--- src/rtl/job_await_pkg.sv ---
// Shared types for the job await tracker: controller states and the default batch size.
package job_await_pkg;

    typedef enum logic [1:0] {
        ST_IDLE   = 2'd0,
        ST_LAUNCH = 2'd1,
        ST_RUN    = 2'd2
    } state_t;

    localparam int NUM_JOBS_DEFAULT = 8;

endpackage

--- src/rtl/job_launch_ctr.sv ---
// Offers job IDs 0..count-1 to the workers; launch_valid is registered and rises the cycle after start.
// A stalled ID holds until launch_ready; last_accept flags the handshake of ID count-1.
module job_launch_ctr #(
    parameter int ID_W = 3
) (
    input  logic            clk,
    input  logic            rst_n,
    input  logic            start,
    input  logic [ID_W:0]   count,
    input  logic            launch_ready,
    output logic            launch_valid,
    output logic [ID_W-1:0] launch_id,
    output logic            last_accept
);

    logic          accept;
    logic [ID_W:0] last_idx;

    assign accept      = launch_valid && launch_ready;
    assign last_idx    = count - (ID_W+1)'(1);
    assign last_accept = accept && ({1'b0, launch_id} == last_idx);

    always_ff @(posedge clk) begin
        if (!rst_n) begin
            launch_valid <= 1'b0;
            launch_id    <= '0;
        end else if (start) begin
            launch_valid <= 1'b1;
            launch_id    <= '0;
        end else if (accept) begin
            launch_valid <= !last_accept;
            if (!last_accept) begin
                launch_id <= launch_id + ID_W'(1);
            end
        end
    end

endmodule

--- src/rtl/job_await_tracker.sv ---
// Batch job tracker: launches IDs, records start/done reports, resolves single-job awaits.
// Status/err/await_done are registered (one cycle after the event); all_done is decoded from state.
module job_await_tracker
    import job_await_pkg::*;
#(
    parameter int NUM_JOBS = NUM_JOBS_DEFAULT,
    parameter int ID_W     = $clog2(NUM_JOBS)
) (
    input  logic            clk,
    input  logic            rst_n,
    input  logic            spawn_valid,
    output logic            spawn_ready,
    input  logic [ID_W:0]   spawn_count,
    output logic            launch_valid,
    input  logic            launch_ready,
    output logic [ID_W-1:0] launch_id,
    input  logic            reg_valid,
    input  logic [ID_W-1:0] reg_id,
    input  logic            done_valid,
    input  logic [ID_W-1:0] done_id,
    input  logic            await_valid,
    input  logic [ID_W-1:0] await_id,
    output logic            await_ready,
    output logic            await_done,
    output logic            all_started,
    output logic            all_done,
    output logic            busy,
    output logic            err
);

    localparam int VEC_W = 1 << ID_W;

    state_t           state, state_d;
    logic [ID_W:0]    count, count_d;
    logic [VEC_W-1:0] started, started_d, done_vec, done_d, mask, mask_d;
    logic             spawn_fire, spawn_ok, spawn_bad;
    logic             reg_ok, reg_bad, done_ok, done_bad;
    logic             await_hs, await_take, await_bad, await_fire;
    logic             pend, pend_nx, eff_pend;
    logic [ID_W-1:0]  pend_id, eff_id;
    logic             last_accept, run_done, all_started_d;

    assign spawn_fire = spawn_valid && (state == ST_IDLE);
    assign spawn_ok   = spawn_fire && (spawn_count != '0) &&
                        (spawn_count <= (ID_W+1)'(NUM_JOBS));
    assign spawn_bad  = spawn_fire && !spawn_ok;
    assign count_d    = spawn_ok ? spawn_count : count;

    assign reg_ok  = reg_valid && (state != ST_IDLE) &&
                     ({1'b0, reg_id} < count) && !started[reg_id];
    assign reg_bad = reg_valid && !reg_ok;

    always_comb begin
        started_d = started;
        if (spawn_ok) begin
            started_d = '0;
        end else if (reg_ok) begin
            started_d[reg_id] = 1'b1;
        end
    end

    // started_d already includes a same-cycle reg, so reg+done of one ID both land
    assign done_ok  = done_valid && ({1'b0, done_id} < count) &&
                      started_d[done_id] && !done_vec[done_id];
    assign done_bad = done_valid && !done_ok;

    always_comb begin
        done_d = done_vec;
        if (spawn_ok) begin
            done_d = '0;
        end else if (done_ok) begin
            done_d[done_id] = 1'b1;
        end
    end

    always_comb begin
        mask   = '0;
        mask_d = '0;
        for (int i = 0; i < VEC_W; i++) begin
            mask[i]   = (i < int'(count));
            mask_d[i] = (i < int'(count_d));
        end
    end

    assign run_done      = (state == ST_RUN) && ((done_vec & mask) == mask);
    assign all_started_d = (state_d != ST_IDLE) && ((started_d & mask_d) == mask_d);

    // An accepted await resolves against done_d, covering both already-done and same-cycle done
    assign await_ready = !pend;
    assign await_hs    = await_valid && !pend;
    assign await_bad   = await_hs && ({1'b0, await_id} >= count);
    assign await_take  = await_hs && !await_bad;
    assign eff_pend    = pend || await_take;
    assign eff_id      = pend ? pend_id : await_id;
    assign await_fire  = eff_pend && done_d[eff_id] && !spawn_ok;
    assign pend_nx     = eff_pend && !await_fire && !spawn_ok;

    job_launch_ctr #(
        .ID_W(ID_W)
    ) u_launch (
        .clk          (clk),
        .rst_n        (rst_n),
        .start        (spawn_ok),
        .count        (count),
        .launch_ready (launch_ready),
        .launch_valid (launch_valid),
        .launch_id    (launch_id),
        .last_accept  (last_accept)
    );

    always_ff @(posedge clk) begin
        if (!rst_n) begin
            state <= ST_IDLE;
        end else begin
            state <= state_d;
        end
    end

    always_comb begin
        state_d = state;
        unique case (state)
            ST_IDLE:   if (spawn_ok)    state_d = ST_LAUNCH;
            ST_LAUNCH: if (last_accept) state_d = ST_RUN;
            ST_RUN:    if (run_done)    state_d = ST_IDLE;
            default:                    state_d = ST_IDLE;
        endcase
    end

    always_comb begin
        spawn_ready = (state == ST_IDLE);
        busy        = (state != ST_IDLE);
        all_done    = run_done;
    end

    always_ff @(posedge clk) begin
        if (!rst_n) begin
            count       <= '0;
            started     <= '0;
            done_vec    <= '0;
            pend        <= 1'b0;
            pend_id     <= '0;
            all_started <= 1'b0;
            await_done  <= 1'b0;
            err         <= 1'b0;
        end else begin
            count       <= count_d;
            started     <= started_d;
            done_vec    <= done_d;
            pend        <= pend_nx;
            if (await_take) begin
                pend_id <= await_id;
            end
            all_started <= all_started_d;
            await_done  <= await_fire;
            err         <= spawn_bad || reg_bad || done_bad || await_bad;
        end
    end

endmodule

--- config.mk ---
export PLATFORM = sky130hd
export DESIGN_NAME = job_await_tracker
export DESIGN_NICKNAME = d
export VERILOG_FILES = /design/src/rtl/job_await_pkg.sv /design/src/rtl/job_launch_ctr.sv /design/src/rtl/job_await_tracker.sv
export SDC_FILE = /design/constraint.sdc
export NUM_CORES = 1
export LEC_CHECK = 0
export BUFFER_PORTS_ARGS = -buffer_cell sky130_fd_sc_hd__buf_2
export CAP_MARGIN = 10
export CELL_PAD_IN_SITES_DETAIL_PLACEMENT = 1
export CELL_PAD_IN_SITES_GLOBAL_PLACEMENT = 2
export CORE_ASPECT_RATIO = 0.75
export CORE_MARGIN = 1
export CORE_UTILIZATION = 36
export DETAILED_ROUTE_END_ITERATION = 6
export PLACE_DENSITY_LB_ADDON = 0.1
export SETUP_SLACK_MARGIN = 0.2
export SKIP_CTS_REPAIR_TIMING = 1
export SLEW_MARGIN = 40
export SYNTH_ARGS = -nofsm -noshare
export SYNTH_HDL_FRONTEND = slang
export SYNTH_SLANG_ARGS = --single-unit
--- constraint.sdc ---
create_clock -name clk -period 8.1 [get_ports clk]
set_input_delay 1.215 -clock clk [delete_from_list [all_inputs] [get_ports clk]]
set_output_delay 1.215 -clock clk [all_outputs]
set_load 0.05 [all_outputs]
==> reports/results.tsv <==
stage	metric	value	unit
global_routing	antenna_found_initial	0	
logic_synthesis	syn_area_per_cell	7.663	sq um
worst_setup_path	path_max_fanout	8	
worst_setup_path	critPathArrivalTime	2.59	ns
detailed_routing	wl_met3	372	um
worst_setup_path	cp_common_cell	nor2_1	
logic_synthesis	ys_ff_latch	33	
clock_network	clkSlewWorstSetupHoldPaths	0.09	ns
detailed_routing	dr.pass1.iters	4	
logic_synthesis	synthCells	314	
hold_path	holdPathEnd	pend_id[2]	
worst_setup_path	rrSetupSlack	4.78	ns
final_layout	finalInstanceArea	0.002709	sq mm
flow_run	cap_violations	0	
logic_synthesis	synthFlopType	dfxtp_1	
final_layout	area_delta_synth_final	12.58	%
worst_setup_path	path_cells	ha_1 > nor2_1 > nor2_1 > o32a_1 > a2111oi_1 > and3b_1 > buf_2	
timing	setup_viol	0	
detailed_routing	drt-vias-per-instance	5.832	
final_layout	drive_gt1_share	15.18	%
timing	maxSlewHeadroom	49.82	%
clock_network	cts_tree	done	
floorplanning	die_w	96.40	um
worst_setup_path	r2r_cells	10	
clock_network	cts.sinks	33	
worst_setup_path	reg2reg_from	count[1]	
placement	post-place-ws	4.038	ns
floorplanning	boundaryPins	31	
timing	rsz0062_at_grt	false	
pwr	intPower	289.5	uW
placement	dp_hpwl	6159	um
detailed_routing	drtAntennaViolNets	0	
timing	max_freq	0.2627	GHz
detailed_routing	wirelength	7896	um
pwr	switching_share	32.20	%
timing	worst_pin_slew	0.7318	ns
pwr	p_leak	1.065	nW
placement	port_buffers	30	
logic_synthesis	ys_types	62	
detailed_routing	top_layer	met4	
clock_network	numCtsBuffers	5	
worst_setup_path	end_kind	output port	
global_routing	grt_util_all_layers	24.44	%
floorplanning	die_area	0.007018	sq mm
pwr	p_per_area	157.7	mW/mm^2
global_routing	grt_pass1_vias	2468	
outcome	status	complete, no violations	
clock_network	clock_latency	0.30	ns
floorplanning	fp-row-count	25	
floorplanning	core_area	0.006381	sq mm
clock_network	cts-root-buf	clkbuf_8	
global_routing	grt_pass1_wl	12810	um
timing	fin_crit_sh	47.00	%
worst_setup_path	reg2reg_to	pend	
logic_synthesis	syn_nets	345	
clock_network	htree_levels	2	
timing	finalHoldViolCount	0	
placement	dp_cells	409	
pwr	p_sw	137.5	uW
timing	setup_ws	4.293	ns
pwr	seq_power_share	40.5	%
clock_network	clk_path_buf_depth	2	
floorplanning	die_y	72.80	um
final_layout	antenna_cells	0	
final_layout	instances_no_fill	417	
hold_path	hp-start	pend_id[2]	
hold_path	hold_depth	2	
logic_synthesis	ys_warn_count	0	
detailed_routing	vias	2432	
logic_synthesis	synth-edff-count	0	
detailed_routing	remaining_drc_errors	0	
pwr	p_clk_share	38.6	%
timing	slew_viol_final	0	
logic_synthesis	seq_area_frac_synth	27.46	%
timing	setup_tns	0	ns
detailed_routing	dr_wl_met2	3387	um
global_routing	grt-ovfl-total	0	
worst_setup_path	required	6.88	ns
timing	skew	0.01646	ns
timing	fin_crit	3.807	ns
hold_path	min_path_type	reg -> reg	
floorplanning	start_util	37.71	%
pwr	ir_drop	78.62	uV
detailed_routing	m1WireLength	4041	um
detailed_routing	wl_per_cell	18.94	um
final_layout	nets	366	
logic_synthesis	async_flop_share	0	%
placement	gp_congestion	0.7995	
logic_synthesis	syn_area	0.002406	sq mm
global_routing	grt_max_degree	19	
worst_setup_path	cpMaxStageDelayCell	a2111oi_1	
worst_setup_path	path_class	reg -> out	
placement	place_area	0.002594	sq mm
detailed_routing	drt_iter0_drc	103	
worst_setup_path	critical-path-top-delay-family	compound AO/OA/AOI/OAI gates	
worst_setup_path	critPathLaunchType	flip-flop	
worst_setup_path	critical-path-max-stage-delay	0.64	ns
worst_setup_path	path_buf_inv	1	
pwr	combPwrFrac	20.8	%
## cell usage after synthesis, drive strengths merged (3+ instances only)
master | count | area, sq um
nor3b | 8 | 60.06
dfxtp | 33 | 660.6
and2 | 3 | 18.77
a211oi | 3 | 22.52
xor2 | 5 | 43.79
inv | 17 | 63.81
mux2 | 3 | 33.78
o21a | 3 | 22.52
o2111a | 3 | 33.78
a31oi | 4 | 25.02
a21o | 3 | 22.52
and3 | 4 | 30.03
nand2 | 23 | 86.33
nor2b | 5 | 31.28
nand3 | 5 | 25.02
a22oi | 3 | 22.52
or3 | 3 | 18.77
nand2b | 7 | 43.79
a221oi | 3 | 26.28
or2 | 3 | 18.77
o31ai | 6 | 45.04
mux2i | 9 | 90.09
nor2 | 47 | 176.4
o21ai | 11 | 55.05
nand4 | 3 | 18.77
buf | 4 | 20.02
a21oi | 26 | 130.1
clkbuf | 12 | 45.04
ha | 11 | 137.6
nor3 | 6 | 30.03
a21boi | 3 | 22.52
## cell usage in the layout (no fill, tap or decap), types with 3 or more instances in the layout
cell type / synthesis / routed
or2_2: 3 / 3
nor3_1: 6 / 6
dfxtp_1: 33 / 33
nand2_1: 23 / 23
o2111a_1: 3 / 3
mux2i_1: 9 / 9
nor2b_1: 5 / 5
inv_1: 17 / 17
nor3b_1: 8 / 8
nand4_1: 3 / 3
a31oi_1: 4 / 4
or3_1: 3 / 3
o31ai_1: 6 / 6
a221oi_1: 3 / 3
a21boi_0: 3 / 3
a22oi_1: 3 / 3
and2_1: 3 / 3
a21o_1: 3 / 3
nand3_1: 5 / 5
buf_2: 4 / 30
a21oi_1: 26 / 26
clkbuf_8: 0 / 5
nand2b_1: 7 / 7
o21ai_0: 9 / 9
ha_1: 11 / 11
and3_1: 3 / 3
nor2_1: 47 / 47
mux2_2: 3 / 3
a211oi_1: 3 / 3
xor2_1: 5 / 5
o21a_1: 3 / 3
## through the flow
step | hold WS, ns | util, % | power (mW)
final | 0.5069 | 42.45 | 0.4271
after global routing | 0.5450 | 42.45 | 0.4466
after CTS | 0.5185 | 42.45 | 0.4312
after detailed placement | 0.4962 | 40.65 | 0.2649
after global placement | 0.4820 | 40.63 | 0.2632
after floorplan | 0.4517 | - | 0.2383
## state kept, by name, indices dropped and copies added (netlist names)
signal	flops
done_vec	8
started	8
count	4
pend_id	3
u_launch.launch_id	3
state	2
all_started	1
await_done	1
err	1
pend	1
u_launch.launch_valid	1
## power by group through the flow
stage	registers (mW)	clock network (mW)	logic, mW
2_1_floorplan	0.179	0	0.0591
3_5_place_dp	0.177	0	0.0881
4_1_cts	0.173	0.169	0.0889
6_report	0.173	0.165	0.0889
5_1_grt	0.174	0.175	0.0977
3_3_place_gp	0.177	0	0.0865
## worst reg2reg max path: stages (launching register included)
cell and delay [ns]:
dfxtp_1 0.44, inv_1 0.18, ha_1 0.31, nor2_1 0.04, or4b_2 0.76, and2_1 0.26, a221oi_1 0.51, or3_1 0.36
nor4b_2 0.08, o21ai_1 0.17, and3b_1 0.17
## cell families (layout without fill, tap and decap cells)
family	Yosys count	after routing	share of synthesized area, %
flip-flops	33	33	27.46
multiplexers	13	13	6.084
AO/OA/AOI/OAI	87	87	24.80
XOR/XNOR	6	6	2.184
adder cells (fa/ha/maj)	11	11	5.720
AND/OR/NAND/NOR	131	131	28.39
buffers and inverters	33	55	5.356
## per-layer routing
metal,global-route usage (%),up-vias
met5,0,-
met2,36.09,58
met1,36.21,1181
li1,-,1183
met4,7.190,0
met3,4.063,10
## worst max path at each step
| stage | startpoint | end | slack [ns] | cells past startpoint |
|---|---|---|---|---|
| finish | count[0] | all_done | 4.29 | 7 |
| global route | count[0] | all_done | 4.07 | 7 |
| detailed placement | reg_id[1] | pend | 4.04 | 10 |
| floorplan | done_id[1] | pend | 4.30 | 11 |
| global placement | spawn_count[0] | pend | 4.11 | 9 |
| CTS | count[0] | all_done | 4.22 | 7 |
## final cells by class
class                           instances  area, sq um
Clock buffer                            5        68.82
Clock inverter                          3        46.29
Fill cell                             822         3672
Inverter                               17        63.81
Multi-Input combinational cell        248         1618
Sequential cell                        33        660.6
Tap cell                               81        101.3
Timing Repair Buffer                   30        150.1
Power figures use the tool's default switching activity.
